### src/rtl/count_sequencer_pkg.sv
// Shared defaults, FSM state type and packed-table helper for the step sequencer.
package count_seq_pkg;

  localparam int DEF_NUM_STEPS  = 4;
  localparam int DEF_STEP_W     = 4;
  localparam int DEF_DATA_W     = 4;
  localparam int DEF_START_STEP = 2;
  localparam int DEF_RESET_DATA = 1;
  localparam logic [15:0] DEF_TABLE_INIT = 16'h07C5;

  // Widest packed init vector / entry the helper handles (16 steps x 16 bits).
  localparam int INIT_MAX_W  = 256;
  localparam int ENTRY_MAX_W = 16;

  typedef enum logic {
    ST_RUN  = 1'b0,
    ST_HALT = 1'b1
  } seq_state_e;

  function automatic logic [ENTRY_MAX_W-1:0] init_entry(
    input logic [INIT_MAX_W-1:0] init,
    input int                    k,
    input int                    w
  );
    logic [INIT_MAX_W-1:0] sh;
    logic [INIT_MAX_W-1:0] mask;
    sh   = init >> (k * w);
    mask = (INIT_MAX_W'(1) << w) - INIT_MAX_W'(1);
    return ENTRY_MAX_W'(sh & mask);
  endfunction

endpackage

### src/rtl/count_sequencer_if.sv
// Control, table-write and status signals of the step sequencer.
interface count_sequencer_if
  import count_seq_pkg::*;
#(
  parameter int STEP_W = DEF_STEP_W,
  parameter int DATA_W = DEF_DATA_W
);
  logic              en;
  logic              start;
  logic              oneshot;
  logic              wr_en;
  logic [STEP_W-1:0] wr_addr;
  logic [DATA_W-1:0] wr_data;
  logic [STEP_W-1:0] step;
  logic [DATA_W-1:0] data;
  logic              running;
  logic              wrap;

  modport master (
    output en, start, oneshot, wr_en, wr_addr, wr_data,
    input  step, data, running, wrap
  );

  modport slave (
    input  en, start, oneshot, wr_en, wr_addr, wr_data,
    output step, data, running, wrap
  );
endinterface

### src/rtl/count_sequencer_table.sv
// NUM_STEPS x DATA_W register file: range-checked synchronous write, async read.
module seq_table
  import count_seq_pkg::*;
#(
  parameter int NUM_STEPS = DEF_NUM_STEPS,
  parameter int STEP_W    = DEF_STEP_W,
  parameter int DATA_W    = DEF_DATA_W,
  parameter logic [NUM_STEPS*DATA_W-1:0] TABLE_INIT = DEF_TABLE_INIT
) (
  input  logic              clk,
  input  logic              rst,
  input  logic              wr_en,
  input  logic [STEP_W-1:0] wr_addr,
  input  logic [DATA_W-1:0] wr_data,
  input  logic [STEP_W-1:0] rd_addr,
  output logic [DATA_W-1:0] rd_data
);

  logic [DATA_W-1:0] mem [NUM_STEPS];

  // Addresses at or beyond NUM_STEPS match no entry, so such writes drop out.
  always_ff @(posedge clk) begin
    if (rst) begin
      for (int k = 0; k < NUM_STEPS; k++)
        mem[k] <= DATA_W'(init_entry(INIT_MAX_W'(TABLE_INIT), k, DATA_W));
    end else begin
      for (int k = 0; k < NUM_STEPS; k++)
        if (wr_en && wr_addr == STEP_W'(k)) mem[k] <= wr_data;
    end
  end

  always_comb begin
    rd_data = '0;
    for (int k = 0; k < NUM_STEPS; k++)
      if (rd_addr == STEP_W'(k)) rd_data = mem[k];
  end

endmodule

### src/rtl/count_sequencer.sv
// Programmable step sequencer: step counter, run/halt control, wrap pulse, data register.
//   state   | meaning
//   ST_RUN  | advances one step per cycle with en
//   ST_HALT | one-shot finished; holds until start or rst
module count_sequencer
  import count_seq_pkg::*;
#(
  parameter int NUM_STEPS  = DEF_NUM_STEPS,
  parameter int STEP_W     = DEF_STEP_W,
  parameter int DATA_W     = DEF_DATA_W,
  parameter int START_STEP = DEF_START_STEP,
  parameter int RESET_DATA = DEF_RESET_DATA,
  parameter logic [NUM_STEPS*DATA_W-1:0] TABLE_INIT = DEF_TABLE_INIT
) (
  input  logic clk,
  input  logic rst,
  count_sequencer_if.slave bus
);

  seq_state_e        state, state_nxt;
  logic [STEP_W-1:0] step_q, step_nxt;
  logic [DATA_W-1:0] data_q, data_nxt;
  logic              wrap_q, wrap_nxt;
  logic [DATA_W-1:0] rd_data;
  logic              last;

  seq_table #(
    .NUM_STEPS (NUM_STEPS),
    .STEP_W    (STEP_W),
    .DATA_W    (DATA_W),
    .TABLE_INIT(TABLE_INIT)
  ) u_table (
    .clk    (clk),
    .rst    (rst),
    .wr_en  (bus.wr_en),
    .wr_addr(bus.wr_addr),
    .wr_data(bus.wr_data),
    .rd_addr(step_q),
    .rd_data(rd_data)
  );

  always_ff @(posedge clk) begin
    if (rst) begin
      state  <= ST_RUN;
      step_q <= STEP_W'(START_STEP);
      data_q <= DATA_W'(RESET_DATA);
      wrap_q <= 1'b0;
    end else begin
      state  <= state_nxt;
      step_q <= step_nxt;
      data_q <= data_nxt;
      wrap_q <= wrap_nxt;
    end
  end

  // rd_data is the pre-edge table contents, so a same-edge write is not seen.
  always_comb begin
    state_nxt = state;
    step_nxt  = step_q;
    data_nxt  = data_q;
    wrap_nxt  = 1'b0;
    last      = (step_q == STEP_W'(NUM_STEPS - 1));
    if (bus.start) begin
      state_nxt = ST_RUN;
      step_nxt  = STEP_W'(START_STEP);
    end else if (state == ST_RUN && bus.en) begin
      data_nxt = rd_data;
      step_nxt = last ? '0 : step_q + STEP_W'(1);
      if (last) begin
        wrap_nxt = 1'b1;
        if (bus.oneshot) state_nxt = ST_HALT;
      end
    end
  end

  assign bus.step    = step_q;
  assign bus.data    = data_q;
  assign bus.running = (state == ST_RUN);
  assign bus.wrap    = wrap_q;

endmodule

### src/flat_wrapper.sv
// flat-port wrapper written by rule: the top's interface ports become plain ports
module count_sequencer_flat import count_seq_pkg::*;
#(
  parameter int NUM_STEPS  = DEF_NUM_STEPS,
  parameter int STEP_W     = DEF_STEP_W,
  parameter int DATA_W     = DEF_DATA_W,
  parameter int START_STEP = DEF_START_STEP,
  parameter int RESET_DATA = DEF_RESET_DATA,
  parameter logic [NUM_STEPS*DATA_W-1:0] TABLE_INIT = DEF_TABLE_INIT
)
  (clk, rst, bus_en, bus_start, bus_oneshot, bus_wr_en, bus_wr_addr, bus_wr_data, bus_step, bus_data, bus_running, bus_wrap);
  count_sequencer_if #(.STEP_W(STEP_W), .DATA_W(DATA_W)) bus_i ();
  input  logic clk;
  input  logic rst;
  input wire logic [$bits(bus_i.en)-1:0] bus_en;
  input wire logic [$bits(bus_i.start)-1:0] bus_start;
  input wire logic [$bits(bus_i.oneshot)-1:0] bus_oneshot;
  input wire logic [$bits(bus_i.wr_en)-1:0] bus_wr_en;
  input wire logic [$bits(bus_i.wr_addr)-1:0] bus_wr_addr;
  input wire logic [$bits(bus_i.wr_data)-1:0] bus_wr_data;
  output wire logic [$bits(bus_i.step)-1:0] bus_step;
  output wire logic [$bits(bus_i.data)-1:0] bus_data;
  output wire logic [$bits(bus_i.running)-1:0] bus_running;
  output wire logic [$bits(bus_i.wrap)-1:0] bus_wrap;
  assign bus_i.en = bus_en;
  assign bus_i.start = bus_start;
  assign bus_i.oneshot = bus_oneshot;
  assign bus_i.wr_en = bus_wr_en;
  assign bus_i.wr_addr = bus_wr_addr;
  assign bus_i.wr_data = bus_wr_data;
  assign bus_step = bus_i.step;
  assign bus_data = bus_i.data;
  assign bus_running = bus_i.running;
  assign bus_wrap = bus_i.wrap;
  count_sequencer #(.NUM_STEPS(NUM_STEPS), .STEP_W(STEP_W), .DATA_W(DATA_W), .START_STEP(START_STEP), .RESET_DATA(RESET_DATA), .TABLE_INIT(TABLE_INIT)) u_core (.clk(clk), .rst(rst), .bus(bus_i));
endmodule
### config.mk
export PLATFORM = sky130hd
export DESIGN_NAME = count_sequencer_flat
export DESIGN_NICKNAME = d
export VERILOG_FILES = /design/src/rtl/count_sequencer_pkg.sv /design/src/rtl/count_sequencer_if.sv /design/src/rtl/count_sequencer_table.sv /design/src/rtl/count_sequencer.sv /design/src/flat_wrapper.sv
export SDC_FILE = /design/constraint.sdc
export NUM_CORES = 1
export LEC_CHECK = 0
export ABC_AREA = 1
export BUFFER_PORTS_ARGS = -buffer_cell sky130_fd_sc_hd__buf_2
export CAP_MARGIN = 10
export CORE_ASPECT_RATIO = 1.25
export CORE_MARGIN = 2
export CORE_UTILIZATION = 55
export CTS_BUF_LIST = sky130_fd_sc_hd__clkbuf_8
export DETAILED_ROUTE_END_ITERATION = 8
export PLACE_DENSITY = 0.79
export SLEW_MARGIN = 20
export SYNTH_ARGS = -nofsm -noshare
export SYNTH_HDL_FRONTEND = slang
export SYNTH_SLANG_ARGS = --single-unit
### constraint.sdc
create_clock -name clk -period 2 [get_ports clk]
set_input_delay 0 -clock clk [delete_from_list [all_inputs] [get_ports clk]]
set_output_delay 0 -clock clk [all_outputs]
set_load 0.1 [all_outputs]
==> Yosys cells after proc, flatten, opt, wreduce, memory -nomap -nowiden <==
Memory sizes are Yosys's and may differ from the RTL's.
Cells that the tools add are included.
{ "word_totals": {"memories": 1, "rom_bits": 0, "elab_cells": 54, "ram_bits": 16, "register_bits": 10, "latch_bits": 0, "output_inout_bits": 10} }
{ "classes": {"reduce_logical": 11, "n_eq_ne": 6, "mux": 24, "shifts": 0, "add_sub_neg": 1, "order_cmp": 0, "multipliers": 0, "div": 0, "bitwise_logic": 7} }
{ "memory_table": {"columns": ["name", "depth", "word_bits", "rd", "rd_clocked_by_memory_dff", "write_ports", "line_no", "rtl"], "rows": [
  ["u_core.u_table.mem", 4, 4, 4, 0, 4, "count_sequencer_table.sv:19", "logic [DATA_W-1:0] mem [NUM_STEPS];"]
]} }
{ "op_table": {"columns": ["operator", "n"], "rows": [
  ["two-way mux 4 bit", 9],
  ["equality test 4 x 2 -> 1 bit (second input constant)", 4],
  ["two-way mux 1 bit", 15],
  ["equality test 4 x 1 -> 1 bit (second input constant)", 2],
  ["logical NOT 4 bit", 2],
  ["logical AND 1 bit", 5],
  ["adder 4 x 1 -> 4 bit (second input constant)", 1],
  ["OR 1 bit", 4],
  ["inverter 1 bit", 3],
  ["AND reduction 3 bit", 1],
  ["OR reduction 3 bit", 1],
  ["AND reduction 2 bit", 1],
  ["OR reduction 2 bit", 1]
]} }

==> Longest topological paths before layout <==
{ "logic_depth": {"word_depth": 6, "depth_mapped": 10, "depth_no_buf": 9} }

==> Hierarchy <==
Synthesis repeated with hierarchy kept, for this count alone.
{ "unflattened": {"hier_cells": 141, "area_unflattened_um2": 1285.0} }
{ "modules_own_cells": {"columns": ["module", "cells_per_inst", "area_each_um2", "instances"], "rows": [
  ["seq_table", 86, 864.6, 1],
  ["count_sequencer", 55, 420.4, 1]
]} }

==> Worst setup path before layout <==
No wires, ideal clock.
{ "synth_path": {"path_type": "flip-flop to flip-flop", "startpoint": "register u_core.step_q[1] (netlist: u_core.bus.step[1])", "endpoint": "register u_core.data_q[1] (netlist: u_core.bus.data[1])", "t_arrival_ns": 1.977, "path_slack_ns": -0.044, "stages_incl_launch_ff": 11, "synth_period_minus_slack_ns": 2.044, "t_required_ns": 1.933, "path_cell_list": "dfxtp_1 > inv_1 > ha_1 > buf_4 > nor2_1 > nand3_1 > nand2_1 > nand2_1 > nand2_1 > nand2_1 > a21oi_2"} }
{ "synth_between": {"elab_chain_cells": 5, "elab_cells_between_ends": 8, "cone_classes": "eq/ne (3); mux (4); reduce/logical (1)"} }
{ "synth_rtl": {"columns": ["item", "line_no", "rtl"], "rows": [
  ["start: declaration", "count_sequencer.sv:21", "logic [STEP_W-1:0] step_q, step_nxt;"],
  ["start signal: assignment", "count_sequencer.sv:45", "step_q <= STEP_W'(START_STEP);"],
  ["start signal: assignment", "count_sequencer.sv:50", "step_q <= step_nxt;"],
  ["logical NOT 4 bit", "count_sequencer_table.sv:35", "if (rd_addr == STEP_W'(k)) rd_data = mem[k];"],
  ["two-way mux 4 bit (3 in series)", "count_sequencer_table.sv:35", null],
  ["two-way mux 4 bit (*)", "count_sequencer_table.sv:35", null],
  ["end signal: assignment", "count_sequencer.sv:46", "data_q <= DATA_W'(RESET_DATA);"],
  ["end signal: assignment", "count_sequencer.sv:51", "data_q <= data_nxt;"],
  ["end: declaration", "count_sequencer.sv:22", "logic [DATA_W-1:0] data_q, data_nxt;"]
]} }
Mark *: on every way between the ends. The rest lies on a longest branch, timed or not.
A chain may end at the register's enable or synchronous reset.

==> Worst setup path in the final report <==
Ends and elaborated chain as after synthesis.

==> summary.md <==
| Metric | Value |
|---|---|
| Top-area cell type share of the netlist area | `0.365` |
| Total global-route track usage | `0.199` |
| CP arrival | `between 1.5 and 2 ns` |
| Nature of the critical path startpoint | `register` |
| Cell area after synthesis | `roughly 1300 sq um` |
| Post-Synthesis Cells | `158` |
| Synthesis-to-finish area growth | `14.9%` |
| Root buffer cell | `clkbuf_8` |
| Sink Count | `26` |
| Max-Cap Viols | `0` |
| Final Util | `0.677` |
| Cell Pwr Density | `between 700 and 800 nW/um^2` |
| FF+latch count, synth | `26` |
| Minimum clock period | `1.39 ns` |
| Nets | `roughly 200` |
| Die Span Y | `~59 microns` |
| IO Pins | `24` |
| Critical path class | `reg -> reg` |
| Clock Skew | `0.00644 ns` |
| Critical Path Fanout Max | `8` |
| CP required | `~2.2 ns` |
| Most common flop cell mapped by yosys | `edfxtp_1` |
| Initial Utilization | `0.590` |
| Synthesized Nets | `roughly 180` |
| Proportion of layout cells with a drive suffix above 1 | `0.202` |
| Result of the run | `complete, no violations` |
| Vias per cell | `5.01` |
| Vias | `about 1100` |
| FP Rows | `19` |
| Footprint of the multi-input gates | `between 500 and 600 sq um` |
| Total congestion overflow | `0` |
| Commonest cells post-synth | `nand2_1, inv_1, edfxtp_1, nor2_1, nand3_1` |
| Max Fclk | `between 700 and 800 MHz` |
| DR iter-0 viols | `23` |
| Buf+Inv Stages, Crit Path | `1` |
| Crit-path cells | `inv_1 > ha_1 > nor2_1 > nand3_1 > nand2_1 > nand2_1 > nand2_1 > nand2_1 > a21oi_2` |
| Critical path endpoint category | `register` |
| Fraction of registers with async set/reset | `0` |
| Max clock buf depth | `2` |
| Final antenna-violating net count | `0` |
| Worst-path clk slew | `around 0.09 ns` |
| Global-route wire length before repair | `approximately 4 mm` |
| Fin. Hold Viols | `0` |
| Slew headroom | `0.674` |
| Antenna cells | `0` |
| Core ar. | `about 2200 sq um` |
| Flop2flop setup slack | `between 0.6 and 0.7 ns` |
| Hold Path Class | `in -> reg` |
| Most used cell, CP | `nand2_1` |
| Leakage Power | `0.000728 uW` |
| Initial antenna violation count | `0` |
| DP Wirelength | `1.95 mm` |
| RSZ-0062 raised after global routing | `no` |
| Syn avg cell area | `8.34 sq um` |
| Yosys top cell by area | `edfxtp_1` |
| CTS resizes | `0` |
| Num CTS Buffers | `3` |
| EDFF count, synth | `16` |
| Post-DR wirelength/cell | `about 11 microns` |
| DIE AREA | `~2800 sq um` |
| Largest net degree at the start of global routing | `15` |
| Synth top area cells | `edfxtp_1, dfxtp_1, nand2_1` |
| PortBufs | `23` |
| Drt total wl | `between 2 and 2.5 mm` |
| Vias in the first global route | `roughly 1100` |
| Peak supply drop | `between 0.5 and 0.6 mV` |
| GP Congestion | `0.834` |
| Fill count | `197` |
| CTS tree | `built` |
| Max Slew Vio Count | `0` |
| CP top delay family | `simple AND/OR/NAND/NOR gates` |
| CP max stage cell | `dfxtp_2` |
| Die X | `roughly 48 microns` |
| Drt drc | `0` |
| Sequential area share after synthesis | `0.517` |
| CTS H-tree lvls | `1` |
| Post-CTS Setup Repair Bufs | `0` |
| Measured slew at the worst slew-check pin | `0.493 ns` |
| Register area | `682 sq um` |
| Ys Warns | `0` |
| Most frequent cell after synthesis | `nand2_1` |
| Worst-Skew Late Latency | `approximately 0.26 ns` |
| Number of detailed-route iterations in the first pass | `4` |
| # setup viols final | `0` |
| Slowest stage delay, CP | `about 0.38 ns` |
| TNS Setup | `0 ns` |
| Fin crit share | `0.693` |
| Post-synthesis cell type count | `25` |
==> layer usage <==
layer	part of all wire	vias to the layer above	global-route usage
met3	0.045	4	0.0307
met4	0.017	0	0.100
li1	-	548	-
met1	0.38	481	0.183
met5	0	-	0
met2	0.55	40	0.385
==> path summary, 6_finish.rpt <==
path / startpoint / to / cells after the start
setup / recovery: u_core.bus.step[1] / u_core.bus.data[1] / 9
hold / removal: bus_start / u_core.bus.step[1] / 3
setup reg to reg: u_core.bus.step[1] / u_core.bus.data[1] / 9
hold reg to reg: u_core.bus.data[3] / u_core.bus.data[3] / 2
==> where the power goes <==
part | internal [uW] | total, uW | switching (uW) | leakage (uW)
logic | 42.2 | 163 | 121 | 0.000462
clock network | 176 | 331 | 156 | 0.0000288
registers | 595 | 605 | 10.9 | 0.000237
total | 812 | 1100 | 287 | 0.000728
==> worst reg2reg max path, stage by stage (launching register included) <==
cell and delay, ns:
dfxtp_2 0.38, inv_1 0.09, ha_1 0.29, nor2_1 0.14, nand3_1 0.08, nand2_1 0.09
nand2_1 0.06, nand2_1 0.05, nand2_1 0.06, a21oi_2 0.10
==> cell families (layout without fill, tap and decap cells) <==
kind of cell,Yosys count,in the layout,synth area share
and+or+nand+nor,82,82,0.279
buffers and inverters,32,57,0.101
AOI/OAI and AO/OA,13,13,0.0589
xor gates and xnor gates,1,1,0.00665
DFF,26,26,0.517
adders and majority gates,4,4,0.0380
==> timing repair <==
| item | CTS | global route |
|---|---|---|
| hold endpoints to repair | 1 | 0 |
| hold buffers | 1 | 0 |
| setup endpoints to repair | 0 | 0 |
==> cell type report <==
class / instances / area share
sequential: 26 / 0.450
clock buffer: 4 / 0.0364
tap: 31 / 0.0256
multi-input combinational: 100 / 0.333
inverter: 29 / 0.0719
timing repair buffer: 24 / 0.0826
==> state kept, by name (all words and copies together) (netlist names) <==
register / flops
u_core.bus.wrap: 1
u_core.bus.step: 4
u_core.u_table.mem: 16
u_core.bus.data: 4
u_core.state: 1
==> layout by cell type (no fill, tap or decap), types with 2 or more instances in the layout <==
cell,n
nand3_1,12
nor2_1,16
nand4_1,4
or2_2,2
edfxtp_1,16
nand2_1,40
clkbuf_8,4
inv_1,29
ha_1,4
buf_2,23
o21ai_0,5
a21oi_1,4
a21oi_2,2
nor3_1,2
dfxtp_1,9
==> per-stage QoR <==
stage	cells	hold WS [ns]	total power [uW]	instance area [sq um]	worst slack, ns
6_report	214	0.0138	1100	1510	0.614
2_1_floorplan	158	0.113	740	1320	0.0853
3_3_place_gp	209	0.204	773	1450	0.702
4_1_cts	214	0.0110	1100	1510	0.633
3_5_place_dp	209	0.222	779	1450	0.640
5_1_grt	214	0.0214	1130	1510	0.461
No activity file was read; power rests on OpenSTA's default activity.
